--- config.mk ---
export PLATFORM = sky130hd
export DESIGN_NAME = video_timing_gen
export DESIGN_NICKNAME = d
export VERILOG_FILES = /design/src/rtl/video_timing_pkg.sv /design/src/rtl/video_pattern_gen.sv /design/src/rtl/video_timing_gen.sv
export SDC_FILE = /design/constraint.sdc
export NUM_CORES = 1
export LEC_CHECK = 0
export BUFFER_PORTS_ARGS = -buffer_cell sky130_fd_sc_hd__clkbuf_2
export CORE_MARGIN = 3
export CORE_UTILIZATION = 52
export DETAILED_ROUTE_END_ITERATION = 12
export HOLD_SLACK_MARGIN = 0.1
export PLACE_DENSITY = 0.73
export RECOVER_POWER = 50
export SYNTH_ARGS = -nofsm -noshare
export SYNTH_HDL_FRONTEND = slang
export SYNTH_SLANG_ARGS = --single-unit
--- constraint.sdc ---
create_clock -name clk_vid -period 3.8 [get_ports clk_vid]
set_clock_uncertainty 0.05 [all_clocks]
set_input_delay 0.19 -clock clk_vid [delete_from_list [all_inputs] [get_ports clk_vid]]
set_output_delay 0.19 -clock clk_vid [all_outputs]
set_load 0.1 [all_outputs]
--- src/rtl/video_timing_pkg.sv ---
// Shared types and colour constants for the raster timing generator and its pattern source.
package video_timing_pkg;

  typedef struct packed {
    logic [7:0] r;
    logic [7:0] g;
    logic [7:0] b;
  } rgb_t;

  typedef enum logic [1:0] {
    PAT_BLACK = 2'd0,
    PAT_BARS  = 2'd1,
    PAT_CHECK = 2'd2,
    PAT_RAMP  = 2'd3
  } pattern_e;

  localparam rgb_t C_WHITE   = 24'hFFFFFF;
  localparam rgb_t C_YELLOW  = 24'hFFFF00;
  localparam rgb_t C_CYAN    = 24'h00FFFF;
  localparam rgb_t C_GREEN   = 24'h00FF00;
  localparam rgb_t C_MAGENTA = 24'hFF00FF;
  localparam rgb_t C_RED     = 24'hFF0000;
  localparam rgb_t C_BLUE    = 24'h0000FF;
  localparam rgb_t C_BLACK   = 24'h000000;

  // Bars run left to right in order of decreasing luminance.
  function automatic rgb_t bar_colour(input logic [2:0] idx);
    case (idx)
      3'd0:    bar_colour = C_WHITE;
      3'd1:    bar_colour = C_YELLOW;
      3'd2:    bar_colour = C_CYAN;
      3'd3:    bar_colour = C_GREEN;
      3'd4:    bar_colour = C_MAGENTA;
      3'd5:    bar_colour = C_RED;
      3'd6:    bar_colour = C_BLUE;
      default: bar_colour = C_BLACK;
    endcase
  endfunction

endpackage

--- src/rtl/video_pattern_gen.sv ---
// Combinational test-pattern colour for the current raster position.
module video_pattern_gen
  import video_timing_pkg::*;
#(
  parameter int CW_H = 9,
  parameter int CW_V = 9
) (
  input  logic [1:0]      pat,
  input  logic [CW_H-1:0] h_cnt,
  input  logic [CW_V-1:0] v_cnt,
  input  logic [2:0]      bar_idx,
  output logic [23:0]     rgb
);

  rgb_t       colour;
  logic       chk;
  logic [7:0] ramp;

  always_comb begin
    // 8x8 checker cells: bit 3 of each counter selects the cell parity.
    chk  = (|((h_cnt >> 3) & CW_H'(1))) ^ (|((v_cnt >> 3) & CW_V'(1)));
    ramp = 8'(h_cnt);
    case (pattern_e'(pat))
      PAT_BARS:  colour = bar_colour(bar_idx);
      PAT_CHECK: colour = chk ? C_WHITE : C_BLACK;
      PAT_RAMP:  colour = {ramp, ramp, ramp};
      default:   colour = C_BLACK;
    endcase
    rgb = colour;
  end

endmodule

--- src/rtl/video_timing_gen.sv ---
// Raster timing generator: h/v counters, registered sync/DE/pixel outputs and a built-in test pattern.
module video_timing_gen
  import video_timing_pkg::*;
#(
  parameter int   H_ACTIVE = 320,
  parameter int   H_FP     = 8,
  parameter int   H_SYNC   = 32,
  parameter int   H_BP     = 40,
  parameter int   V_ACTIVE = 240,
  parameter int   V_FP     = 3,
  parameter int   V_SYNC   = 4,
  parameter int   V_BP     = 15,
  parameter logic HS_POL   = 1'b1,
  parameter logic VS_POL   = 1'b1,
  localparam int  H_TOTAL  = H_ACTIVE + H_FP + H_SYNC + H_BP,
  localparam int  V_TOTAL  = V_ACTIVE + V_FP + V_SYNC + V_BP,
  localparam int  CW_H     = $clog2(H_TOTAL),
  localparam int  CW_V     = $clog2(V_TOTAL)
) (
  input  logic            clk_vid,
  input  logic            reset_n,
  input  logic            ce_pix,
  input  logic [1:0]      pat_sel,
  output logic [23:0]     vid_rgb,
  output logic            vid_hs,
  output logic            vid_vs,
  output logic            vid_de,
  output logic [CW_H-1:0] pix_x,
  output logic [CW_V-1:0] pix_y,
  output logic            frame_start
);

  localparam int BAR_W    = H_ACTIVE / 8;
  localparam int HS_START = H_ACTIVE + H_FP;
  localparam int HS_END   = H_ACTIVE + H_FP + H_SYNC;
  localparam int VS_START = V_ACTIVE + V_FP;
  localparam int VS_END   = V_ACTIVE + V_FP + V_SYNC;

  logic [CW_H-1:0] h_cnt;
  logic [CW_V-1:0] v_cnt;
  logic [CW_H-1:0] bar_cnt;
  logic [2:0]      bar_idx;
  logic [1:0]      pat_q;

  logic            first_px;
  logic            h_last;
  logic            v_last;
  logic            bar_last;
  logic            de_now;
  logic            hs_now;
  logic            vs_now;
  logic [1:0]      pat_cur;
  logic [23:0]     colour;

  always_comb begin
    first_px = (h_cnt == '0) && (v_cnt == '0);
    h_last   = int'(h_cnt) == H_TOTAL - 1;
    v_last   = int'(v_cnt) == V_TOTAL - 1;
    bar_last = int'(bar_cnt) == BAR_W - 1;
    de_now   = (int'(h_cnt) < H_ACTIVE) && (int'(v_cnt) < V_ACTIVE);
    hs_now   = (int'(h_cnt) >= HS_START) && (int'(h_cnt) < HS_END);
    vs_now   = (int'(v_cnt) >= VS_START) && (int'(v_cnt) < VS_END);
    // Pixel (0,0) already uses the newly sampled pattern so a frame never mixes two.
    pat_cur  = first_px ? pat_sel : pat_q;
  end

  video_pattern_gen #(
    .CW_H (CW_H),
    .CW_V (CW_V)
  ) u_pattern (
    .pat     (pat_cur),
    .h_cnt   (h_cnt),
    .v_cnt   (v_cnt),
    .bar_idx (bar_idx),
    .rgb     (colour)
  );

  always_ff @(posedge clk_vid or negedge reset_n) begin
    if (!reset_n) begin
      h_cnt       <= '0;
      v_cnt       <= '0;
      bar_cnt     <= '0;
      bar_idx     <= '0;
      pat_q       <= '0;
      vid_rgb     <= '0;
      vid_hs      <= ~HS_POL;
      vid_vs      <= ~VS_POL;
      vid_de      <= 1'b0;
      pix_x       <= '0;
      pix_y       <= '0;
      frame_start <= 1'b0;
    end else if (ce_pix) begin
      if (h_last) begin
        h_cnt <= '0;
        v_cnt <= v_last ? '0 : v_cnt + CW_V'(1);
      end else begin
        h_cnt <= h_cnt + CW_H'(1);
      end

      // Bar index tracks h_cnt by counting BAR_W-pixel runs, avoiding a divider.
      if (h_last) begin
        bar_cnt <= '0;
        bar_idx <= '0;
      end else if (bar_last) begin
        bar_cnt <= '0;
        bar_idx <= bar_idx + 3'd1;
      end else begin
        bar_cnt <= bar_cnt + CW_H'(1);
      end

      if (first_px) begin
        pat_q <= pat_sel;
      end

      vid_rgb     <= de_now ? colour : 24'h000000;
      vid_hs      <= hs_now ? HS_POL : ~HS_POL;
      vid_vs      <= vs_now ? VS_POL : ~VS_POL;
      vid_de      <= de_now;
      pix_x       <= h_cnt;
      pix_y       <= v_cnt;
      frame_start <= first_px;
    end
  end

endmodule

* Word-level counts from Yosys, hierarchy flattened *
Cells that the tools add are included.

storage, ports and cells
  register bits after elaboration = 78
  input bits = 5
  output and inout port bits = 46
  logic and storage cells = 58

operators by class
  bitwise logic cells = 1
  order comparisons = 6
  reduce and logical (&&, ||, !) cells = 10
  multiplexer cells = 13
  eq/ne operators = 12
  add/subtract/negate cells = 4

operator list
  operator                                              count
  case mux 24 bit (7 select lines)                      1
  case mux 24 bit (3 select lines)                      1
  2-to-1 mux 24 bit                                     2
  2-to-1 mux 9 bit                                      4
  adder 9 x 1 -> 9 bit (second input constant)          3
  zero test 9 bit                                       2
  < comparator 9 x 8 -> 1 bit (second input constant)   2
  < comparator 9 bit (second input constant)            2
  == test 3 bit (second input constant)                 3
  == test 9 x 7 -> 1 bit (second input constant)        1
  == test 9 x 8 -> 1 bit (second input constant)        1
  == test 9 bit (second input constant)                 1
  >= comparator 9 x 8 -> 1 bit (second input constant)  1
  >= comparator 9 bit (second input constant)           1
  == test 3 x 2 -> 1 bit (second input constant)        2
  2-to-1 mux 3 bit                                      2
  == test 2 bit (second input constant)                 2
  logical AND 1 bit                                     4
  AND reduction 2 bit                                   2
  adder 3 x 1 -> 3 bit (second input constant)          1
  == test 3 x 1 -> 1 bit (second input constant)        1
  zero test 3 bit                                       1
  == test 2 x 1 -> 1 bit (second input constant)        1
  2-to-1 mux 1 bit                                      2
  other kinds (3)                                       3

* Logic depth before layout (Yosys ltp) *
Gate-level depths: netlist (run 1).

  depth after elaboration = 6
  gate-level depth with buffers = 9
  gate-level depth less buffers = 7

* Cells and area by module *
Synthesis (run 1) repeated with hierarchy kept, for this count alone.

unflattened totals
  cells, all modules = 351
  area, all modules = 3741.1 sq um

by module, submodules not included
  module             cells an instance  area an instance (sq um)  seq. area each (sq um)  times used
  video_timing_gen   282                3395.8                    1951.9                  1
  video_pattern_gen  69                 345.3                     0.0                     1

* Least setup slack after synthesis (run 1) *
OpenSTA, ideal clock, no wires.

  path kind = flip-flop to flip-flop
  from = reg h_cnt[0]
  to = reg vid_rgb[0]
  period minus slack after synthesis = 1.843 ns
  data required time = 3.660 ns
  cell stages (with the launch flop) = 9
  arrival = 1.703 ns
  setup slack = 1.957 ns
  setup time = 0.090 ns
  path buffers = 1
  path through = dfrtp_1 inv_1 ha_1 and4bb_1 and4_1 buf_4 mux2i_1 o21ai_2 o221ai_1

between the ends
  longest elaborated chain between the ends = 6
  elaborated cells between the ends (all ways) = 10
  classes of those cells = order compare: 1; eq/ne: 3; mux: 3; reduce/logical: 3

RTL lines
  element                                                  RTL line                 source
  start: declaration                                       video_timing_gen.sv:39   logic [CW_H-1:0] h_cnt;
  start signal: assignment                                 video_timing_gen.sv:97   h_cnt <= h_cnt + CW_H'(1);
  zero test 9 bit                                          video_timing_gen.sv:56   first_px = (h_cnt == '0) && (v_cnt == '0);
  logical AND 1 bit                                        video_timing_gen.sv:56
  2-to-1 mux 2 bit                                         --
  == test 2 bit or == test 2 x 1 -> 1 bit (tied branches)  video_pattern_gen.sv:23  case (pattern_e'(pat))
  case mux 24 bit (3 select lines)                         video_pattern_gen.sv:23
  2-to-1 mux 24 bit *                                      video_timing_gen.sv:115  vid_rgb <= de_now ? colour : 24'h000000;
  end signal: assignment                                   video_timing_gen.sv:115
  end: declaration                                         video_timing_gen.sv:24   output logic [23:0] vid_rgb,

Every way passes the cells marked *; elsewhere a longest branch is shown, timed or not.
A chain may end at the register's enable or synchronous reset.

==> results by group, run 1 <==
Setup path
  – CP arrival: 3.12 ns
  – Worst endpoint required time: 4.01 ns
  – Worst setup EP type: flip-flop
  – Worst path cell trace: clkbuf_1, clkbuf_1, or4b_1, o32ai_1
  – CP Max Fanout: 39
  – CP max stage cell: clkbuf_1
  – Cell mode on critical path: clkbuf_1
  – Startpoint types: input pin
  – Critical path type: input pin to flip-flop
  – Slowest stage delay, CP: 1.30 ns

Power and ir drop
  – Internal power: 0.00144 W
  – Seq pwr share: 0.469
  – Switch Pwr: 0.000773 W
  – Peak VDD IR: 356 uV
  – Clock network power share: 0.312
  – Pwr dens: 518 nW/um^2
  – Leakage power total: 2.01 nW
  – Combinational fraction of design power: 0.219
  – Switching part of the total: 0.350

GRT
  – Global-route wire length before repair: 13000 um
  – GRT overflow: 0
  – Gr usage total: 0.197
  – Number of global-route vias before repair: 2600
  – Initial antenna violation count: 0
  – Largest net degree at the start of global routing: 79

STA
  – Final Hold Fails: 0
  – Final-report setup violation count: 0
  – Max-slew violation count: 119
  – Tightest Pin Transition: 1.88 ns
  – F_max: 0.343 GHz
  – Min Tclk post-route: 2.92 ns
  – Crit share post-route: 0.767
  – RSZ-0062 raised after global routing: false
  – TNS Setup: 0 ns
  – Slew headroom: -0.256
  – Worst setup margin: 0.884 ns

Detailed routing
  – ANT nets after route: 0
  – WL final: 7530 um
  – Remaining DRCs: 0
  – Vias: 2685
  – 1st-iter DRT viols: 165
  – Wire length per cell: 15.2 um
  – DRT Pass-1 Iters: 4
  – Avg Vias per Cell: 5.44

Clock tree
  – TritonCTS clock tree: done
  – Clock root cell: clkbuf_8
  – Register clock-pin slew on the reported worst setup and hold paths: 0.08 ns
  – Worst skew pair latency: 0.35 ns
  – # hold bufs at CTS: 3
  – Inserted Clock Buffers: 9
  – Post-CTS Setup Inserts: 0
  – CTS max path bufs: 2
  – H-tree depth: 3
  – # resized after CTS: 0
  – CTS sink cnt: 78

Synth
  – Synth area leader: dfrtp_1
  – Post-synth EDFFs: 0
  – Cell variety after synth: 46
  – Synth Warn #: 0
  – Syn avg cell area: 10.8 um^2
  – Synth cell count leaders: 78 x dfrtp_1, 36 x inv_1, 31 x nor2_1
  – Async SR Flop Fraction: 1.00
  – Mapped Area: 3770 um^2
  – Register area share after synthesis: 0.518
  – Ys flop type: dfrtp_1
  – Syn_nets: 366
  – Yosys top cell area share: 0.518
  – Synth Register Bits: 78
  – Top-count cell post-synth: dfrtp_1
  – Largest cells by area after synthesis: dfrtp_1 52%, mux2_2 6.0%, o221ai_1 4.9%, ha_1 3.7%, inv_1 3.6%
  – Syn Inst Count: 350

Placement
  – Area of placed instances: 4020 um^2
  – Dpl hpwl: 5100 um
  – Port bufs: 50
  – Gp weighted congestion: 0.815
  – Setup WS pre-CTS: 1.41 ns
  – Placed insts: 475

Floorplan
  – Ports: 51
  – Die Y: 91.1 um
  – Initial Util: 0.546
  – Die Wd: 91.1 um
  – Rows: 30
  – Die ar.: 8300 um^2
  – Core Region: 6910 um^2

Run
  – # Max-Cap Violations: 2

Outcome
  – Status: finished, violations left
  – Failing checks: capacitance limit, slew limit

Layout
  – Finished layout cell area: 4270 um^2
  – Share of layout cells above drive strength 1: 0.241
  – Non-Filler Instances: 494
  – Final net count: 409
  – Number of diodes: 0
  – Synth-to-Final Area Change: 13.2%
  – Filler Cell Count: 599

Hold path
  – Worst min path class: flip-flop to flip-flop
-- power by group through the flow --
stage	Combinational [W]	Clock (W)	Sequential (W)
6_report	0.000483	0.000690	0.00104
2_1_floorplan	0.000254	0	0.00119
4_1_cts	0.000489	0.000705	0.00104
3_3_place_gp	0.000476	0	0.00105
3_5_place_dp	0.000486	0	0.00105
5_1_grt	0.000522	0.000750	0.00106
-- worst paths after layout --
path                           from         end  slack [ns]  cells after the start
max                          ce_pix      vid_vs        0.88                      4
min                        pix_x[8]    pix_x[8]        0.46                      1
max reg2reg                h_cnt[1]  vid_rgb[4]        1.38                      7
min reg2reg                pix_x[8]    pix_x[8]        0.46                      1
max in group asynchronous   reset_n  bar_cnt[8]        1.75                      2
min in group asynchronous   reset_n    v_cnt[5]        0.86                      2
-- stage by stage --
stage	hold WS, ns	total power, W	util
floorplan	-0.156	0.00145	-
global placement	0.354	0.00153	0.582
detailed placement	0.362	0.00154	0.582
CTS	0.373	0.00223	0.619
global route	0.480	0.00233	0.618
finish	0.460	0.00221	0.618
-- per-layer routing --
| layer | vias up | wire length, um | GRT usage | part of all wire |
|---|---|---|---|---|
| li1 | 1305 | - | - | - |
| met1 | 1313 | 3620 | 0.272 | 0.48 |
| met2 | 60 | 3500 | 0.301 | 0.47 |
| met3 | 7 | 323 | 0.0572 | 0.043 |
| met4 | 0 | 83 | 0.0616 | 0.011 |
| met5 | - | 0 | 0 | 0 |
-- layout make-up --
type                       count  area [um^2]  area share
clock buffer                  10          138      0.0323
clock inverter                 6         85.1      0.0199
inverter                      36          135      0.0317
multi-input combinational    214         1550       0.364
sequential                    78         1950       0.457
tap                           96          120      0.0282
timing repair buffer          54          283      0.0663
-- cells in the final DEF, fill, tap and decap left out, types with 2 or more instances in the layout --
cell type	synthesis	layout
ha_1	11	11
mux2i_1	6	6
nor4_2	2	2
o21ai_0	17	17
or4b_1	2	2
dfrtp_1	78	78
o22ai_1	4	4
nor2b_1	4	4
clkinvlp_4	0	2
clkinv_2	0	2
nand4_1	9	9
dlygate4sd3_1	0	3
nor2_1	31	31
xor2_1	9	9
nand2_1	15	15
or3_1	2	2
nand2b_1	5	5
mux2_2	20	20
inv_1	36	36
nand3_1	17	17
clkbuf_1	6	2
o221ai_1	21	21
xnor2_1	7	7
nor4_1	3	3
o31ai_1	4	4
o21ai_2	3	3
bufinv_16	0	2
and3_1	4	4
clkbuf_2	0	49
clkbuf_8	0	10
-- registers in the layout, summed over array words and instances, names as in the netlist --
register	cells
h_cnt	9
v_cnt	9
vid_rgb	24
pat_q	2
vid_hs	1
pix_y	9
vid_de	1
bar_idx	3
bar_cnt	9
frame_start	1
vid_vs	1
pix_x	9
-- critical path: cells and delay by family --
kind	cells	cell delay (ns)
buffers and inverters	2	2.15
AOI/OAI and AO/OA	1	0.24
and+or+nand+nor	1	0.54
-- logic make-up after synthesis --
group	share of synthesized area
adders and majority gates	0.0365
and+or+nand+nor	0.153
DFF	0.518
AOI/OAI and AO/OA	0.107
xor gates and xnor gates	0.0372
muxes	0.0794
buffers and inverters	0.0697
Note: power is estimated with default switching activity, not from simulation.
==> run 2: changes to the inputs <==
Settings changed: PLACE_DENSITY 0.73 to 0.76.
Clock period 3.8 ns to 2.4 ns, I/O delays scaled along.
==> results by group, run 2 (same netlist as run 1, synthesis figures left out) <==
Detailed routing
  – WL final: 7920 um
  – 1st-iter DRT viols: 181
  – ANT nets after route: 0
  – DRT Pass-1 Iters: 5
  – Vias: 2818
  – Remaining DRCs: 0
  – Wire length per cell: 15.7 um
  – Avg Vias per Cell: 5.57

Layout
  – Most frequent cells in the layout: 78 x dfrtp_1, 49 x clkbuf_2, 36 x inv_1
  – Max reg flops: 24
  – Biggest register: vid_rgb
  – Number of diodes: 0
  – Finished layout cell area: 4290 um^2
  – Register Area: 1950 um^2
  – Area taken by multi-input logic gates: 1550 um^2
  – Final net count: 421
  – Share of layout cells above drive strength 1: 0.249
  – Commonest non-fill, non-tap cell in the layout: dfrtp_1
  – Filler Cell Count: 605
  – Synth-to-Final Area Change: 13.9%

Power and ir drop
  – Combinational fraction of design power: 0.267
  – Switch Pwr: 0.00129 W
  – Internal power: 0.00207 W
  – Clock network power share: 0.268
  – Pwr dens: 783 nW/um^2
  – Peak VDD IR: 831 uV
  – Switching part of the total: 0.383
  – Leakage power total: 2.03 nW
  – Seq pwr share: 0.465

Run
  – # Max-Cap Violations: 1

Clock tree
  – Register clock-pin slew on the reported worst setup and hold paths: 0.08 ns
  – H-tree depth: 3
  – Inserted Clock Buffers: 9
  – Post-CTS Setup Inserts: 0
  – CTS max path bufs: 2
  – CTS sink cnt: 78
  – # hold bufs at CTS: 3
  – Worst skew pair latency: 0.35 ns
  – # resized after CTS: 0
  – TritonCTS clock tree: done
  – Clock root cell: clkbuf_8

GRT
  – Global-route wire length before repair: 13500 um
  – Largest net degree at the start of global routing: 79
  – Initial antenna violation count: 0
  – GRT overflow: 0
  – Number of global-route vias before repair: 2745
  – Gr usage total: 0.204

Floorplan
  – Die Wd: 91.1 um
  – Die Y: 91.1 um
  – Die ar.: 8300 um^2
  – Core Region: 6910 um^2
  – Initial Util: 0.546
  – Ports: 51
  – Rows: 30

Placement
  – Gp weighted congestion: 0.878
  – Dpl hpwl: 5460 um
  – Port bufs: 50
  – Area of placed instances: 4110 um^2

STA
  – Final-report setup violation count: 0
  – Min Tclk post-route: 2.17 ns
  – RSZ-0062 raised after global routing: false
  – TNS Setup: 0 ns
  – Tightest Pin Transition: 1.91 ns
  – F_max: 0.461 GHz
  – Final Hold Fails: 0
  – Max-slew violation count: 79
  – Crit share post-route: 0.904
  – Slew headroom: -0.275

Setup path
  – CP Max Fanout: 8
  – Startpoint types: flip-flop
  – Worst path cell trace: inv_1, ha_1, and4bb_1, and4_1, mux2i_1, o21ai_2, o221ai_1
  – Worst setup EP type: flip-flop
  – Worst endpoint required time: 2.61 ns
  – Slowest stage delay, CP: 0.45 ns
  – Critical path type: flip-flop to flip-flop
  – CP max stage cell: dfrtp_1
  – CP arrival: 2.38 ns

Outcome
  – Status: finished, violations left
  – Failing checks: capacitance limit, slew limit

Hold path
  – Worst min path class: input pin to flip-flop
## run 2: cell count changes in the layout (fill, tap and decap cells not counted)
cell	before	now
clkinv_4	0	2
buf_4	0	6
clkbuf_8	10	9
clkinvlp_4	2	3
clkinv_2	2	0
clkbuf_1	2	8
inv_6	0	2
bufinv_16	2	0
## run 2: cell type report
type	instances	share of cell area
Inverter	36	0.0315
Multi-Input combinational cell	214	0.362
Timing Repair Buffer	66	0.0816
Sequential cell	78	0.455
Clock inverter	7	0.0134
Tap cell	96	0.0280
Clock buffer	9	0.0289
## run 2: per-layer routing
metal / vias to the layer above / track usage / part of all wire
met5: - / 0 / 0
met4: 0 / 0.0716 / 0.0095
met3: 9 / 0.0638 / 0.061
met2: 85 / 0.305 / 0.47
met1: 1388 / 0.281 / 0.46
li1: 1336 / - / -
## run 2: final timing paths
check / startpoint / end / slack (ns) / cells after the start
max: h_cnt[0] / vid_rgb[22] / 0.23 / 7
min: ce_pix / h_cnt[4] / 0.15 / 4
max reg2reg: h_cnt[0] / vid_rgb[22] / 0.23 / 7
min reg2reg: pix_y[7] / pix_y[7] / 0.46 / 1
max in group asynchronous: reset_n / bar_idx[0] / 0.39 / 2
min in group asynchronous: reset_n / frame_start / 0.78 / 2
## run 2: per-stage QoR
| stage | hold WS [ns] | worst slack [ns] | total power, W | util | cells |
|---|---|---|---|---|---|
| after detailed placement | 0.294 | 0.234 | 0.00251 | 0.595 | 487 |
| after floorplan | -0.226 | 0.557 | 0.00229 | - | 350 |
| after global routing | 0.169 | 0.0388 | 0.00356 | 0.622 | 506 |
| after CTS | 0.140 | 0.204 | 0.00342 | 0.626 | 506 |
| final | 0.147 | 0.231 | 0.00336 | 0.622 | 506 |
| after global placement | 0.292 | 0.270 | 0.00249 | 0.595 | 487 |
## run 2: worst max-delay path: cells and delay by family (launching register included)
family | cells | cell delay, ns
AO/OA/AOI/OAI | 2 | 0.35
buffers and inverters | 1 | 0.12
AND/OR/NAND/NOR | 2 | 0.54
flip-flops | 1 | 0.45
multiplexers | 1 | 0.43
adder cells (fa/ha/maj) | 1 | 0.14
## run 2: power groups by stage
stage	Clock [W]	Sequential (W)	Combinational (W)
3_5_place_dp	0	0.00159	0.000920
4_1_cts	0.000924	0.00157	0.000928
3_3_place_gp	0	0.00158	0.000907
5_1_grt	0.000992	0.00159	0.000979
6_report	0.000901	0.00157	0.000897
2_1_floorplan	0	0.00189	0.000402
==> run 3: changes to the inputs <==
Settings changed: SYNTH_HIERARCHICAL set to 1.
==> results by group, run 3 <==
Clock tree
  – Clock root cell: clkbuf_8
  – Worst skew pair latency: 0.36 ns
  – CTS sink cnt: 78
  – TritonCTS clock tree: done
  – Inserted Clock Buffers: 9
  – CTS max path bufs: 2
  – H-tree depth: 3
  – Register clock-pin slew on the reported worst setup and hold paths: 0.09 ns

Layout
  – Area taken by multi-input logic gates: 1860 um^2
  – Final net count: 444
  – Share of layout cells above drive strength 1: 0.371
  – Biggest register: vid_rgb
  – Commonest non-fill, non-tap cell in the layout: dfrtp_1
  – Max reg flops: 24
  – Finished layout cell area: 4730 um^2
  – Most frequent cells in the layout: 78 x dfrtp_1, 49 x clkbuf_2, 40 x nand2_1
  – Non-Filler Instances: 533
  – Number of diodes: 0
  – Register Area: 1950 um^2
  – Filler Cell Count: 505
  – Synth-to-Final Area Change: 26.4%

Floorplan
  – Initial Util: 0.545
  – Rows: 30
  – Core Region: 6870 um^2
  – Die ar.: 8250 um^2
  – Ports: 51
  – Die Y: 90.8 um
  – Die Wd: 90.8 um

Placement
  – Port bufs: 50
  – Area of placed instances: 4290 um^2
  – Dpl hpwl: 6000 um
  – Placed insts: 508
  – Setup WS pre-CTS: -0.109 ns
  – Gp weighted congestion: 0.891

Power and ir drop
  – Seq pwr share: 0.458
  – Combinational fraction of design power: 0.262
  – Switching part of the total: 0.373
  – Peak VDD IR: 597 uV
  – Clock network power share: 0.280
  – Leakage power total: 2.40 nW
  – Pwr dens: 718 nW/um^2
  – Internal power: 0.00213 W
  – Switch Pwr: 0.00127 W

Detailed routing
  – ANT nets after route: 0
  – Wire length per cell: 17.2 um
  – Avg Vias per Cell: 5.86
  – DRT Pass-1 Iters: 6
  – WL final: 9160 um
  – Remaining DRCs: 0
  – 1st-iter DRT viols: 142
  – Vias: 3123

Setup path
  – Cells on worst reg2reg path: 11
  – Worst setup EP type: flip-flop
  – Reg2reg start: h_cnt[0]
  – Startpoint types: flip-flop
  – CP arrival: 2.67 ns
  – R2r endpoint: vid_rgb[10]
  – Worst endpoint required time: 2.61 ns
  – CP Max Fanout: 6
  – Critical path type: flip-flop to flip-flop
  – R2R Setup Slk: -0.06 ns

STA
  – RSZ-0062 raised after global routing: true
  – Final Hold Fails: 0
  – Max-slew violation count: 0
  – Worst setup margin: -0.0643 ns
  – Crit share post-route: 1.03
  – Tightest Pin Transition: 0.958 ns
  – Final-report setup violation count: 12
  – TNS Setup: -0.317 ns
  – Worst Hold Slack: 0.231 ns
  – Min Tclk post-route: 2.46 ns
  – Slew headroom: 0.362
  – F_max: 0.406 GHz

Synth
  – Synth cell count leaders: 78 x dfrtp_1, 42 x nand2_1, 25 x a22o_1, 25 x o21ai_1, 22 x mux2_2
  – Syn Inst Count: 351
  – Async SR Flop Fraction: 1.00
  – Syn avg cell area: 10.7 um^2
  – Syn_nets: 363
  – Synth area leader: dfrtp_1
  – Top-count cell post-synth: dfrtp_1
  – Mapped Area: 3740 um^2
  – Synth Register Bits: 78
  – Synth Warn #: 6
  – Cell variety after synth: 44
  – Post-synth EDFFs: 0
  – Largest cells by area after synthesis: dfrtp_1 52%, mux2_2 6.6%, a22o_1 5.9%, nand2_1 4.2%, o21ai_1 3.3%
  – Yosys top cell area share: 0.522
  – Ys flop type: dfrtp_1
  – Register area share after synthesis: 0.522

Hold path
  – Worst min path class: input pin to flip-flop
  – Sink of the worst hold path: h_cnt[3]
  – Hold Path Depth: 3
  – Worst hold start: ce_pix

GRT
  – Largest net degree at the start of global routing: 79
  – Number of global-route vias before repair: 2996
  – Initial antenna violation count: 0
  – GRT overflow: 0
  – Global-route wire length before repair: 14700 um
  – Gr usage total: 0.220

Outcome
  – Failing checks: setup timing
  – Status: finished, violations left

Run
  – # Max-Cap Violations: 0
## run 3: changes by cell type after synthesis, sizes merged, moves of 6 or more
| cell | before | now |
|---|---|---|
| buf | 16 | 8 |
| nand2 | 15 | 42 |
| nand3 | 17 | 11 |
| inv | 36 | 9 |
| and2 | 0 | 8 |
| o221ai | 21 | 0 |
| a21oi | 1 | 7 |
| a22o | 0 | 25 |
| nor2 | 31 | 18 |
| o21ai | 20 | 35 |
## run 3: layout make-up
class	count	share of cell area
Sequential cell	78	0.413
Multi-Input combinational cell	246	0.392
Timing Repair Buffer	87	0.121
Clock buffer	10	0.0291
Tap cell	96	0.0254
Clock inverter	6	0.0111
Inverter	10	0.00794
## run 3: power by group through the flow
stage          registers, W  clock network (W)  logic (W)
6_report            0.00156           0.000950   0.000889
5_1_grt             0.00157            0.00103   0.000944
4_1_cts             0.00155           0.000968   0.000850
3_5_place_dp        0.00157                  0   0.000838
3_3_place_gp        0.00156                  0   0.000815
2_1_floorplan       0.00186                  0   0.000271
## run 3: through the flow
stage                     power (W)   util
after floorplan             0.00213      -
after global placement      0.00237  0.625
after detailed placement    0.00241  0.625
after CTS                   0.00337  0.660
after global routing        0.00355  0.688
final                       0.00339  0.688
## run 3: layer usage
| metal | vias to the layer above | track usage | part of all wire |
|---|---|---|---|
| li1 | 1420 | - | - |
| met1 | 1550 | 0.301 | 0.44 |
| met2 | 136 | 0.345 | 0.48 |
| met3 | 17 | 0.0500 | 0.059 |
| met4 | 0 | 0.0791 | 0.019 |
| met5 | - | 0 | 0 |
## run 3: critical path, cell delays in order (launching register included)
cell and delay (ns):
dfrtp_1 0.40, inv_2 0.08, ha_4 0.13, nor4b_4 0.22
nand3_2 0.12, nor4_4 0.22, buf_4 0.18, mux2_4 0.36
and2_4 0.17, o21ai_1 0.16, nand2_1 0.08, a22o_1 0.19
## run 3: repair_timing
action,in CTS,in global routing
hold buffers,3,0
hold endpoints to repair,80,0
setup buffers,0,3
pin swaps,0,22
endpoints found under the setup margin,24,24
gates cloned,0,3
resized for setup,3,40
## run 3: kinds of logic (layout without fill, tap and decap cells)
logic type | Yosys count | in the layout | synth area share
flip-flops | 78 | 78 | 0.522
buffers and inverters | 28 | 113 | 0.0334
multiplexers | 25 | 26 | 0.0742
XOR/XNOR | 17 | 17 | 0.0398
AO/OA/AOI/OAI | 76 | 76 | 0.136
adder cells (fa/ha/maj) | 7 | 7 | 0.0234
AND/OR/NAND/NOR | 120 | 120 | 0.171
## run 3: how the worst max path moves through the flow
stage,from,slack [ns],to,depth (start not counted)
finish,h_cnt[0],-0.06,vid_rgb[10],11
global route,h_cnt[1],-0.14,vid_rgb[10],11
CTS,h_cnt[6],0.001,vid_rgb[19],9
detailed placement,h_cnt[0],-0.11,vid_rgb[19],10
global placement,h_cnt[0],-0.06,vid_rgb[19],10
floorplan,h_cnt[5],0.005,vid_rgb[19],10
